$ cat src/rtl/spi_master_seq_pkg.sv
// spi_ctrl_pkg: control-word field positions and sequencer state encoding
// shared by the SPI master sequencer files.
package spi_ctrl_pkg;
    localparam int CTRL_SEND  = 0;
    localparam int CTRL_BUSY  = 1;
    localparam int CTRL_N_LSB = 8;
    localparam int CTRL_N_MSB = 15;
    typedef enum logic [2:0] {IDLE, LOAD, SHIFT, STORE, DONE, SETTLE} state_t;
endpackage

$ cat src/rtl/spi_master_seq_if.sv
// spi_master_seq_if: control-register, data-store and SPI pad signals of the sequencer.
interface spi_master_seq_if #(parameter int CNT_W = 8);
    logic [31:0]      ctrl_in;
    logic             o_wr2c;
    logic             o_flag;
    logic             o_new;
    logic [CNT_W-1:0] tx_addr;
    logic [7:0]       tx_byte;
    logic             rx_we;
    logic [CNT_W-1:0] rx_addr;
    logic [7:0]       rx_byte;
    logic             cs_n;
    logic             sclk;
    logic             mosi;
    logic             miso;
    modport master (
        input  ctrl_in, tx_byte, miso,
        output o_wr2c, o_flag, o_new, tx_addr, rx_we, rx_addr, rx_byte, cs_n, sclk, mosi
    );
    modport slave (
        output ctrl_in, tx_byte, miso,
        input  o_wr2c, o_flag, o_new, tx_addr, rx_we, rx_addr, rx_byte, cs_n, sclk, mosi
    );
endinterface

$ cat src/rtl/spi_master_seq_shifter.sv
// spi_byte_shifter: one mode-0 SPI byte, MSB first; sclk half-period is CLK_DIV clocks,
// done is high on the last clock of the 16th half-period.
module spi_byte_shifter #(
    parameter int CLK_DIV = 4
) (
    input  logic       clk,
    input  logic       rst,
    input  logic       start,
    input  logic [7:0] tx_byte,
    input  logic       miso,
    output logic       sclk,
    output logic       mosi,
    output logic       done,
    output logic [7:0] rx_byte
);
    localparam int DW = CLK_DIV > 1 ? $clog2(CLK_DIV) : 1;
    logic          active;
    logic [DW-1:0] cnt;
    logic [3:0]    half;
    logic [7:0]    sh;
    logic          tick;
    assign tick = active && cnt == DW'(CLK_DIV - 1);
    assign done = tick && half == 4'd15;
    assign mosi = sh[7];
    always_ff @(posedge clk or negedge rst) begin
        if (!rst) begin
            active  <= 1'b0;
            cnt     <= '0;
            half    <= '0;
            sh      <= '0;
            sclk    <= 1'b0;
            rx_byte <= '0;
        end else if (start) begin
            active <= 1'b1;
            cnt    <= '0;
            half   <= '0;
            sh     <= tx_byte;
            sclk   <= 1'b0;
        end else if (active) begin
            cnt <= tick ? '0 : cnt + 1'b1;
            if (tick) begin
                sclk <= ~sclk;
                half <= half + 1'b1;
                // low-to-high edge samples miso; high-to-low edge presents the next bit
                if (!sclk) rx_byte <= {rx_byte[6:0], miso};
                else sh <= {sh[6:0], 1'b0};
            end
            if (done) active <= 1'b0;
        end
    end
endmodule

$ cat src/rtl/spi_master_seq.sv
// spi_master_seq: on a send request streams N+1 bytes from the TX store over SPI,
// writes each received byte to the RX store and posts busy/done to the control register.
module spi_master_seq
    import spi_ctrl_pkg::*;
#(
    parameter int CLK_DIV = 4,
    parameter int CNT_W   = 8
) (
    input logic              clk,
    input logic              rst,
    spi_master_seq_if.master bus
);
    state_t           state, nxt;
    logic [CNT_W-1:0] idx, n;
    logic [7:0]       rx_shift;
    logic             done, start, go;
    logic             ctrl_unused;
    assign ctrl_unused = ^{bus.ctrl_in[31:CTRL_N_MSB+1], bus.ctrl_in[CTRL_N_LSB-1:CTRL_BUSY]};
    assign bus.tx_addr = idx;
    assign go = state == IDLE && bus.ctrl_in[CTRL_SEND];
    assign start = state == LOAD;
    spi_byte_shifter #(.CLK_DIV(CLK_DIV)) u_shift (
        .clk     (clk),
        .rst     (rst),
        .start   (start),
        .tx_byte (bus.tx_byte),
        .miso    (bus.miso),
        .sclk    (bus.sclk),
        .mosi    (bus.mosi),
        .done    (done),
        .rx_byte (rx_shift)
    );
    always_comb begin
        nxt = state;
        case (state)
            IDLE:    nxt = go ? LOAD : IDLE;
            LOAD:    nxt = SHIFT;
            SHIFT:   nxt = done ? STORE : SHIFT;
            STORE:   nxt = idx == n ? DONE : LOAD;
            DONE:    nxt = SETTLE;
            default: nxt = IDLE;
        endcase
    end
    // outputs are registered from the next state so they line up with the state they describe
    always_ff @(posedge clk or negedge rst) begin
        if (!rst) begin
            state       <= IDLE;
            idx         <= '0;
            n           <= '0;
            bus.cs_n    <= 1'b1;
            bus.o_wr2c  <= 1'b0;
            bus.o_flag  <= 1'b0;
            bus.o_new   <= 1'b0;
            bus.rx_we   <= 1'b0;
            bus.rx_addr <= '0;
            bus.rx_byte <= '0;
        end else begin
            state      <= nxt;
            bus.cs_n   <= !(nxt inside {LOAD, SHIFT, STORE});
            bus.o_wr2c <= go || state == DONE;
            bus.o_flag <= go;
            bus.o_new  <= go;
            bus.rx_we  <= nxt == STORE;
            if (nxt == STORE) begin
                bus.rx_addr <= idx;
                bus.rx_byte <= rx_shift;
            end
            if (go) begin
                n   <= CNT_W'(bus.ctrl_in[CTRL_N_MSB:CTRL_N_LSB]);
                idx <= '0;
            end else if (state == STORE && idx != n) begin
                idx <= idx + 1'b1;
            end
        end
    end
endmodule

$ cat src/flat_wrapper.sv
// flat-port wrapper written by rule: the top's interface ports become plain ports
module spi_master_seq_flat import spi_ctrl_pkg::*;
#(
    parameter int CLK_DIV = 4,
    parameter int CNT_W   = 8
)
  (clk, rst, bus_ctrl_in, bus_tx_byte, bus_miso, bus_o_wr2c, bus_o_flag, bus_o_new, bus_tx_addr, bus_rx_we, bus_rx_addr, bus_rx_byte, bus_cs_n, bus_sclk, bus_mosi);
  spi_master_seq_if #(.CNT_W(CNT_W)) bus_i ();
  input logic clk;
  input logic rst;
  input wire logic [$bits(bus_i.ctrl_in)-1:0] bus_ctrl_in;
  input wire logic [$bits(bus_i.tx_byte)-1:0] bus_tx_byte;
  input wire logic [$bits(bus_i.miso)-1:0] bus_miso;
  output wire logic [$bits(bus_i.o_wr2c)-1:0] bus_o_wr2c;
  output wire logic [$bits(bus_i.o_flag)-1:0] bus_o_flag;
  output wire logic [$bits(bus_i.o_new)-1:0] bus_o_new;
  output wire logic [$bits(bus_i.tx_addr)-1:0] bus_tx_addr;
  output wire logic [$bits(bus_i.rx_we)-1:0] bus_rx_we;
  output wire logic [$bits(bus_i.rx_addr)-1:0] bus_rx_addr;
  output wire logic [$bits(bus_i.rx_byte)-1:0] bus_rx_byte;
  output wire logic [$bits(bus_i.cs_n)-1:0] bus_cs_n;
  output wire logic [$bits(bus_i.sclk)-1:0] bus_sclk;
  output wire logic [$bits(bus_i.mosi)-1:0] bus_mosi;
  assign bus_i.ctrl_in = bus_ctrl_in;
  assign bus_i.tx_byte = bus_tx_byte;
  assign bus_i.miso = bus_miso;
  assign bus_o_wr2c = bus_i.o_wr2c;
  assign bus_o_flag = bus_i.o_flag;
  assign bus_o_new = bus_i.o_new;
  assign bus_tx_addr = bus_i.tx_addr;
  assign bus_rx_we = bus_i.rx_we;
  assign bus_rx_addr = bus_i.rx_addr;
  assign bus_rx_byte = bus_i.rx_byte;
  assign bus_cs_n = bus_i.cs_n;
  assign bus_sclk = bus_i.sclk;
  assign bus_mosi = bus_i.mosi;
  spi_master_seq #(.CLK_DIV(CLK_DIV), .CNT_W(CNT_W)) u_core (.clk(clk), .rst(rst), .bus(bus_i));
endmodule
$ cat config.mk
export PLATFORM = sky130hd
export DESIGN_NAME = spi_master_seq_flat
export DESIGN_NICKNAME = d
export VERILOG_FILES = /design/src/rtl/spi_master_seq_pkg.sv /design/src/rtl/spi_master_seq_if.sv /design/src/rtl/spi_master_seq_shifter.sv /design/src/rtl/spi_master_seq.sv /design/src/flat_wrapper.sv
export SDC_FILE = /design/constraint.sdc
export NUM_CORES = 1
export LEC_CHECK = 0
export ABC_AREA = 1
export CAP_MARGIN = 0
export CORE_MARGIN = 2
export CORE_UTILIZATION = 30
export CTS_CLUSTER_DIAMETER = 120
export CTS_CLUSTER_SIZE = 40
export DETAILED_ROUTE_END_ITERATION = 8
export DONT_BUFFER_PORTS = 1
export GPL_TIMING_DRIVEN = 0
export PLACE_DENSITY_LB_ADDON = 0.15
export SYNTH_ARGS = -nofsm -noshare
export SYNTH_HDL_FRONTEND = slang
export SYNTH_SLANG_ARGS = --single-unit
$ cat constraint.sdc
create_clock -name clk -period 1.3 [get_ports clk]
set_input_delay 0.195 -clock clk [delete_from_list [all_inputs] [get_ports clk]]
set_output_delay 0.195 -clock clk [all_outputs]
set_load 0.02 [all_outputs]
==> key figures, run 1 <==
Run status
  – Status: complete, but fails checks
  – Failing checks: hold timing, setup timing

Finish
  – Final Instance Count excl. Fillers: 501
  – Post-Route Utilization: 43.7%
  – # fillers: 907
  – Antenna Cells: 0
  – Cell area after layout: 4040 sq um
  – Share of cells above drive strength 1: 41.9%
  – Area grow syn2layout: 42.0%
  – # nets final: 415

Critical path
  – Crit Path Max Fanout: 8
  – Startpoint types: flip-flop
  – CP cell instances: nor3_2 > nand2_8 > nand3_1 > o211ai_1 > nor2_1
  – CP top delay family: simple AND/OR/NAND/NOR gates
  – Critical Path Source: u_core.state[0]
  – Crit end category: flip-flop
  – Worst Path Buf+Inv: 0
  – Largest stage delay, worst path: 0.46 ns
  – Worst EP arrival: 1.74 ns
  – Worst R2R Start: u_core.state[0]
  – WP data required: 1.55 ns
  – Slowest cell on crit path: dfrtp_2
  – Critical path type: flip-flop to flip-flop

Clock network
  – Worst-Skew Late Latency: 0.34 ns
  – Clock Path Buffers: 2
  – Cts bufs inserted: 9
  – Clock-pin transition on the worst setup and hold timing paths: 0.07 ns
  – Root Driver: clkbuf_8
  – CTS Sinks: 63
  – Depth of the CTS H-tree: 3
  – CTS tree: built

Global routing
  – Grt ovf: 0
  – Number of global-route vias before repair: 2190
  – Initial antenna violation count: 0
  – Pin count of the biggest net entering global routing: 64
  – First-pass GRT wire length: 11100 um
  – GRT Util Overall: 14.0%

Timing
  – Count of final hold-check violations: 63
  – Unrepaired setup endpoints after global routing: yes
  – Worst hold slack: -0.449 ns
  – Worst slew margin: 70.9%
  – Clock Skew: 0.00897 ns
  – Final Worst Setup Slack: -0.186 ns
  – Post-route setup TNS: -3.86 ns
  – Max Freq: 673 MHz
  – Final period util: 114%
  – Final min period: 1.49 ns
  – Worst-margin pin slew: 0.435 ns
  – Setup violations, final: 38
  – Max-slew violations: 0

Hold path
  – Worst hold-check path type: primary input to asynchronous set/reset pin

Floorplan
  – Die ar.: 10300 sq um
  – Die height: 101 um
  – Effective utilization at floorplan: 30.8%
  – Die span in x: 101 um
  – CORE AREA: 9240 sq um
  – Core Rows: 35
  – IO Count: 74

Logic synthesis
  – Top cell type's share of synthesized area: 54.5%
  – Sequential area share after synthesis: 55.5%
  – Asr flop ratio synth: 100%
  – Commonest cells post-synth: nand2_1, dfrtp_1, inv_1
  – Syn_nets: 363
  – Post-Syn Area: 2850 sq um
  – Warnings from Yosys: 0
  – Number of enable flip-flop cells after synthesis: 0
  – Ranking of synthesized cells by area: dfrtp_1, nand2_1, inv_1, o21ai_2, o21ai_0
  – Distinct cell type count after synthesis: 27
  – Top_reg_cell synth: dfrtp_1
  – Count leader, synth: nand2_1
  – Synth area leader: dfrtp_1
  – Syn avg cell area: 8.98 sq um
  – Synth Instances: 317
  – FF+latch count, synth: 63

Placement
  – Dpl ws: -0.269 ns
  – Post-Place Cells: 446
  – Number of port buffers: 0
  – Placed instance area: 3040 sq um
  – Gpl congestion: 0.760
  – Dpl hpwl: 4360 um

Detailed routing
  – First DRT Iteration DRCs: 49
  – Vias/cell: 4.52
  – DRC viols: 0
  – Via count: 2265
  – Detail Route Antenna Nets: 0
  – Routed length per instance: 14.1 um
  – Final wirelength: 7070 um
  – Drt pass-1 iters: 4

Power
  – Leak: 1.89 nW
  – Cell area power density: 890 nW/um^2
  – PnR Total Power: 3.60 mW
  – VDD IR max: 0.373 mV

Job
  – MaxCap Viol Count: 0
## sequential cells by signal, indices dropped and copies added, names as in the netlist, 2 cells and up
signal                  cells
u_core.bus.rx_byte          8
u_core.bus.tx_addr          8
u_core.u_shift.cnt          2
u_core.u_shift.sh           8
u_core.bus.rx_addr          8
u_core.u_shift.half         4
u_core.u_shift.rx_byte      8
u_core.n                    8
u_core.state                3
## cells in the final DEF, fill, tap and decap left out, drive strengths merged, types with 4 or more instances in the layout
cell type    Yosys  layout
nand2          104     104
dfrtp           62      62
buf             11      37
inv             35      35
o21ai           34      34
nor2            21      21
nand3           16      16
clkbuf           0      14
dlygate4sd3      0      12
a31oi            9       9
xor2             6       6
nor3             4       4
xnor2            4       4
## power breakdown
part	switching (mW)	leakage, nW	internal [mW]
combinational	0.0268	1.03	0.0391
clock	0.773	0.0833	0.772
sequential	0.0133	0.776	1.97
total	0.813	1.89	2.78
## kinds of logic after synthesis
family	count (synthesis)	share of synthesized area [%]
flip-flops	63	55.5
buffers and inverters	46	7.04
adder cells (fa/ha/maj)	3	1.32
AO/OA/AOI/OAI	47	10.2
AND/OR/NAND/NOR	148	23.0
XOR/XNOR	10	3.08
## worst register-to-register path: cells and delay by family (launching register included)
family          cells  cell delay, ns
compound gates      1            0.09
flops               1            0.46
simple gates        4            0.84
## what timing repair did
item	4_1_cts	5_1_grt
hold endpoints to repair	74	64
cloned	1	4
gates resized for setup	29	106
buffers inserted	13	11
hold buffers	11	1
pin swaps	5	14
endpoints found under the setup margin	52	54
## routing by layer
metal | share of wire, % | vias to the layer above | wire [um] | global-route usage, %
li1 | - | 1121 | - | -
met1 | 44 | 1089 | 3100 | 18.1
met2 | 50 | 43 | 3510 | 22.2
met3 | 4.8 | 12 | 341 | 3.38
met4 | 1.7 | 0 | 123 | 6.55
met5 | 0 | - | 0 | 0
## worst paths after layout
check | to | cells past startpoint | slack [ns]
max in group asynchronous | u_core.bus.cs_n | 0 | 1.52
worst max register to register | u_core.bus.cs_n | 5 | -0.19
worst min-delay path | u_core.bus.o_flag | 0 | -0.45
min in group clk | u_core.u_shift.sh[3] | 2 | 0
worst max-delay path | u_core.bus.cs_n | 5 | -0.19
worst min register to register | u_core.u_shift.rx_byte[5] | 2 | 0.50
## cell type report
class,instances,area [sq um],area share (%)
Inverter,35,156,3.87
Timing Repair Buffer,41,442,10.9
Clock inverter,3,20.0,0.496
Clock buffer,11,151,3.75
Buffer,11,131,3.25
Sequential cell,63,1590,39.4
Multi-Input combinational cell,208,1390,34.3
Tap cell,129,161,4.00
(Power assumes the default switching activity.)
==> run 2: changes to the inputs <==
--- a/config.mk
+++ b/config.mk
@@ -6,13 +6,13 @@
 export NUM_CORES = 1
 export LEC_CHECK = 0
 export ABC_AREA = 1
+export BUFFER_PORTS_ARGS = -buffer_cell sky130_fd_sc_hd__buf_2
 export CAP_MARGIN = 0
 export CORE_MARGIN = 2
 export CORE_UTILIZATION = 30
 export CTS_CLUSTER_DIAMETER = 120
 export CTS_CLUSTER_SIZE = 40
 export DETAILED_ROUTE_END_ITERATION = 8
-export DONT_BUFFER_PORTS = 1
 export GPL_TIMING_DRIVEN = 0
 export PLACE_DENSITY_LB_ADDON = 0.15
 export SYNTH_ARGS = -nofsm -noshare
==> constraint.sdc (replaced) <==
create_clock -name clk -period 1.3 [get_ports clk]
set_input_delay 0.195 -clock clk [delete_from_list [all_inputs] [get_ports clk]]
set_output_delay 0.195 -clock clk [all_outputs]
set_load 0.1 [all_outputs]
==> run 2 against run 1 <==
- the flow finishes with violations (setup timing)
- non-clock buffer count increased by 39
- sequential power hardly changed
- core utilization grew 3.3 points
- fmax rose by 1.2%
- critical endpoint is now u_core.bus.tx_addr[5]
- largest power group unchanged
==> key figures, run 2 (synthesis results as in run 1) <==
Floorplan
  – Die span in x: 101 um (unchanged)
  – Core Rows: 35 (unchanged)
  – CORE AREA: 9240 sq um (unchanged)
  – IO Count: 74 (unchanged)
  – Effective utilization at floorplan: 30.8% (unchanged)
  – Die ar.: 10300 sq um (unchanged)
  – Die height: 101 um (unchanged)

Detailed routing
  – First DRT Iteration DRCs: 85 (was 49)
  – Vias/cell: 4.43 (was 4.52)
  – Final wirelength: 7120 um (was 7070 um)
  – DRC viols: 0 (unchanged)
  – Via count: 2413 (was 2265)
  – Routed length per instance: 13.1 um (was 14.1 um)
  – Detail Route Antenna Nets: 0 (unchanged)
  – Drt pass-1 iters: 4 (unchanged)

Power
  – Power Internal: 3.19 mW (was 2.78 mW)
  – Psw: 0.832 mW (was 0.813 mW)
  – VDD IR max: 0.593 mV (was 0.373 mV)
  – Sw frac: 20.7% (was 22.6%)
  – Leak: 2.10 nW (was 1.89 nW)
  – Cell area power density: 926 nW/um^2 (was 890 nW/um^2)
  – Clock group share of total power: 48.0% (was 42.9%)
  – Seq pwr share: 49.2% (was 55.2%)
  – Comb pwr share: 2.7% (was 1.8%)

Clock network
  – Root Driver: clkbuf_8 (unchanged)
  – Clock-pin transition on the worst setup and hold timing paths: 0.07 ns (about the same)
  – CTS Sinks: 63 (unchanged)
  – Cts bufs inserted: 9 (unchanged)
  – Worst-Skew Late Latency: 0.34 ns (about the same)
  – CTS tree: built (unchanged)
  – Depth of the CTS H-tree: 3 (unchanged)
  – Clock Path Buffers: 2 (unchanged)

Critical path
  – Largest stage delay, worst path: 0.47 ns (was 0.46 ns)
  – CP cell instances: buf_6 > xnor2_2 > nand2_1 > nor2_1 > nand2_2 > nand2_4 > nand2_8 > nand2_2 > o21ai_2 (was nor3_2 > nand2_8 > nand3_1 > o211ai_1 > nor2_1)
  – WP data required: 1.54 ns (was 1.55 ns)
  – Startpoint types: flip-flop (unchanged)
  – Crit Path Max Fanout: 6 (was 8)
  – Crit end category: flip-flop (unchanged)
  – Slowest cell on crit path: dfrtp_4 (was dfrtp_2)
  – Crit-path most repeated cell: nand2_2
  – Worst EP arrival: 1.70 ns (was 1.74 ns)
  – Critical path type: flip-flop to flip-flop (unchanged)

Placement
  – Placed instance area: 3320 sq um (was 3040 sq um)
  – Number of port buffers: 50 (was 0)
  – Gpl congestion: 0.765 (was 0.760)
  – Dpl ws: -0.221 ns (was -0.269 ns)
  – Post-Place Cells: 496 (was 446)
  – Dpl hpwl: 4470 um (was 4360 um)

Timing
  – Unrepaired setup endpoints after global routing: yes (unchanged)
  – Worst slew margin: 59.7% (was 70.9%)
  – Setup violations, final: 38 (unchanged)
  – Max-slew violations: 0 (unchanged)
  – Final period util: 113% (was 114%)
  – Max Freq: 681 MHz (was 673 MHz)
  – Count of final hold-check violations: 0 (was 63)
  – Post-route setup TNS: -2.52 ns (was -3.86 ns)
  – Clock Skew: 0.00969 ns (was 0.00897 ns)
  – Final Worst Setup Slack: -0.169 ns (was -0.186 ns)
  – Final min period: 1.47 ns (was 1.49 ns)
  – Worst-margin pin slew: 0.605 ns (was 0.435 ns)

Finish
  – # fillers: 890 (was 907)
  – Area grow syn2layout: 52.8% (was 42.0%)
  – Most frequent cells in the layout: nand2_1, dfrtp_1, buf_4, inv_1, buf_2 (was nand2_1, dfrtp_1, inv_1, buf_4, o21ai_2)
  – Antenna Cells: 0 (unchanged)
  – # nets final: 457 (was 415)
  – Cell area after layout: 4350 sq um (was 4040 sq um)
  – Commonest non-fill, non-tap cell in the layout: nand2_1 (unchanged)
  – Share of cells above drive strength 1: 47.8% (was 41.9%)
  – Final Instance Count excl. Fillers: 545 (was 501)

Run status
  – Failing checks: setup timing (was hold timing, setup timing)
  – Status: complete, but fails checks (unchanged)

Global routing
  – GRT Util Overall: 14.4% (was 14.0%)
  – Grt ovf: 0 (unchanged)
  – Pin count of the biggest net entering global routing: 64 (unchanged)
  – Number of global-route vias before repair: 2370 (was 2190)
  – First-pass GRT wire length: 11300 um (was 11100 um)
  – Initial antenna violation count: 0 (unchanged)

Job
  – MaxCap Viol Count: 0 (unchanged)

Hold path
  – Worst hold-check path type: primary input to flip-flop (was primary input to asynchronous set/reset pin)
run 2: final cells by class:
class,instances,area (sq um),area share [%]
Sequential cell,63,1610,36.9
Multi-Input combinational cell,211,1360,31.3
Timing Repair Buffer,81,723,16.6
Tap cell,129,161,3.71
Clock buffer,13,159,3.65
Inverter,35,158,3.63
Buffer,10,114,2.62
Clock inverter,3,65.1,1.50
run 2: power groups by stage:
| stage | Sequential (mW) | Combinational (mW) | Clock [mW] |
|---|---|---|---|
| after floorplan | 2.03 | 0.0188 | 0 |
| after global placement | 2.02 | 0.107 | 0 |
| after detailed placement | 2.02 | 0.107 | 0 |
| after CTS | 1.98 | 0.112 | 1.99 |
| after global routing | 1.98 | 0.126 | 2.08 |
| final | 1.98 | 0.110 | 1.93 |
run 2: through the flow:
stage	utilization [%]	total power [mW]	hold slack, ns
floorplan	-	2.05	-0.101
global placement	35.9	2.12	0.402
detailed placement	35.9	2.13	0.349
CTS	43.1	4.08	0.0431
global route	47.1	4.18	0.0518
finish	47.1	4.02	0.0547
run 2: per-layer routing:
layer  GRT usage (%)  share of wire [%]  vias to the layer above
li1                -                  -                     1208
met1            17.7                 45                     1154
met2            23.6                 50                       47
met3            5.45                3.9                        4
met4            4.05               0.60                        0
met5               0                  0                        -
run 2: final timing paths:
check / from / end / slack, ns / cells after the start
worst min register to register: u_core.bus.rx_byte[4] / u_core.bus.rx_byte[4] / 0.49 / 2
max in group asynchronous: rst / u_core.bus.tx_addr[1] / 0.40 / 2
min in group asynchronous: rst / u_core.n[0] / 0.39 / 2
worst max register to register: u_core.bus.tx_addr[2] / u_core.bus.tx_addr[5] / -0.17 / 9
worst max-delay path: u_core.bus.tx_addr[2] / u_core.bus.tx_addr[5] / -0.17 / 9
worst min-delay path: bus_ctrl_in[10] / u_core.n[2] / 0.05 / 3
run 2: critical path, delay by kind of cell, from the launching register on:
kind	cells	cell delay [ns]
flops	1	0.47
buf+inv	1	0.13
xor+xnor	1	0.10
simple gates	6	0.62
compound gates	1	0.04
run 2: what timing repair did:
action / in CTS / in global routing
hold buffers: 1 / 0
cloned: 4 / 4
hold endpoints to repair: 62 / 0
pin swaps: 10 / 17
resized for setup: 79 / 76
buffers inserted: 14 / 13
endpoints found under the setup margin: 77 / 65
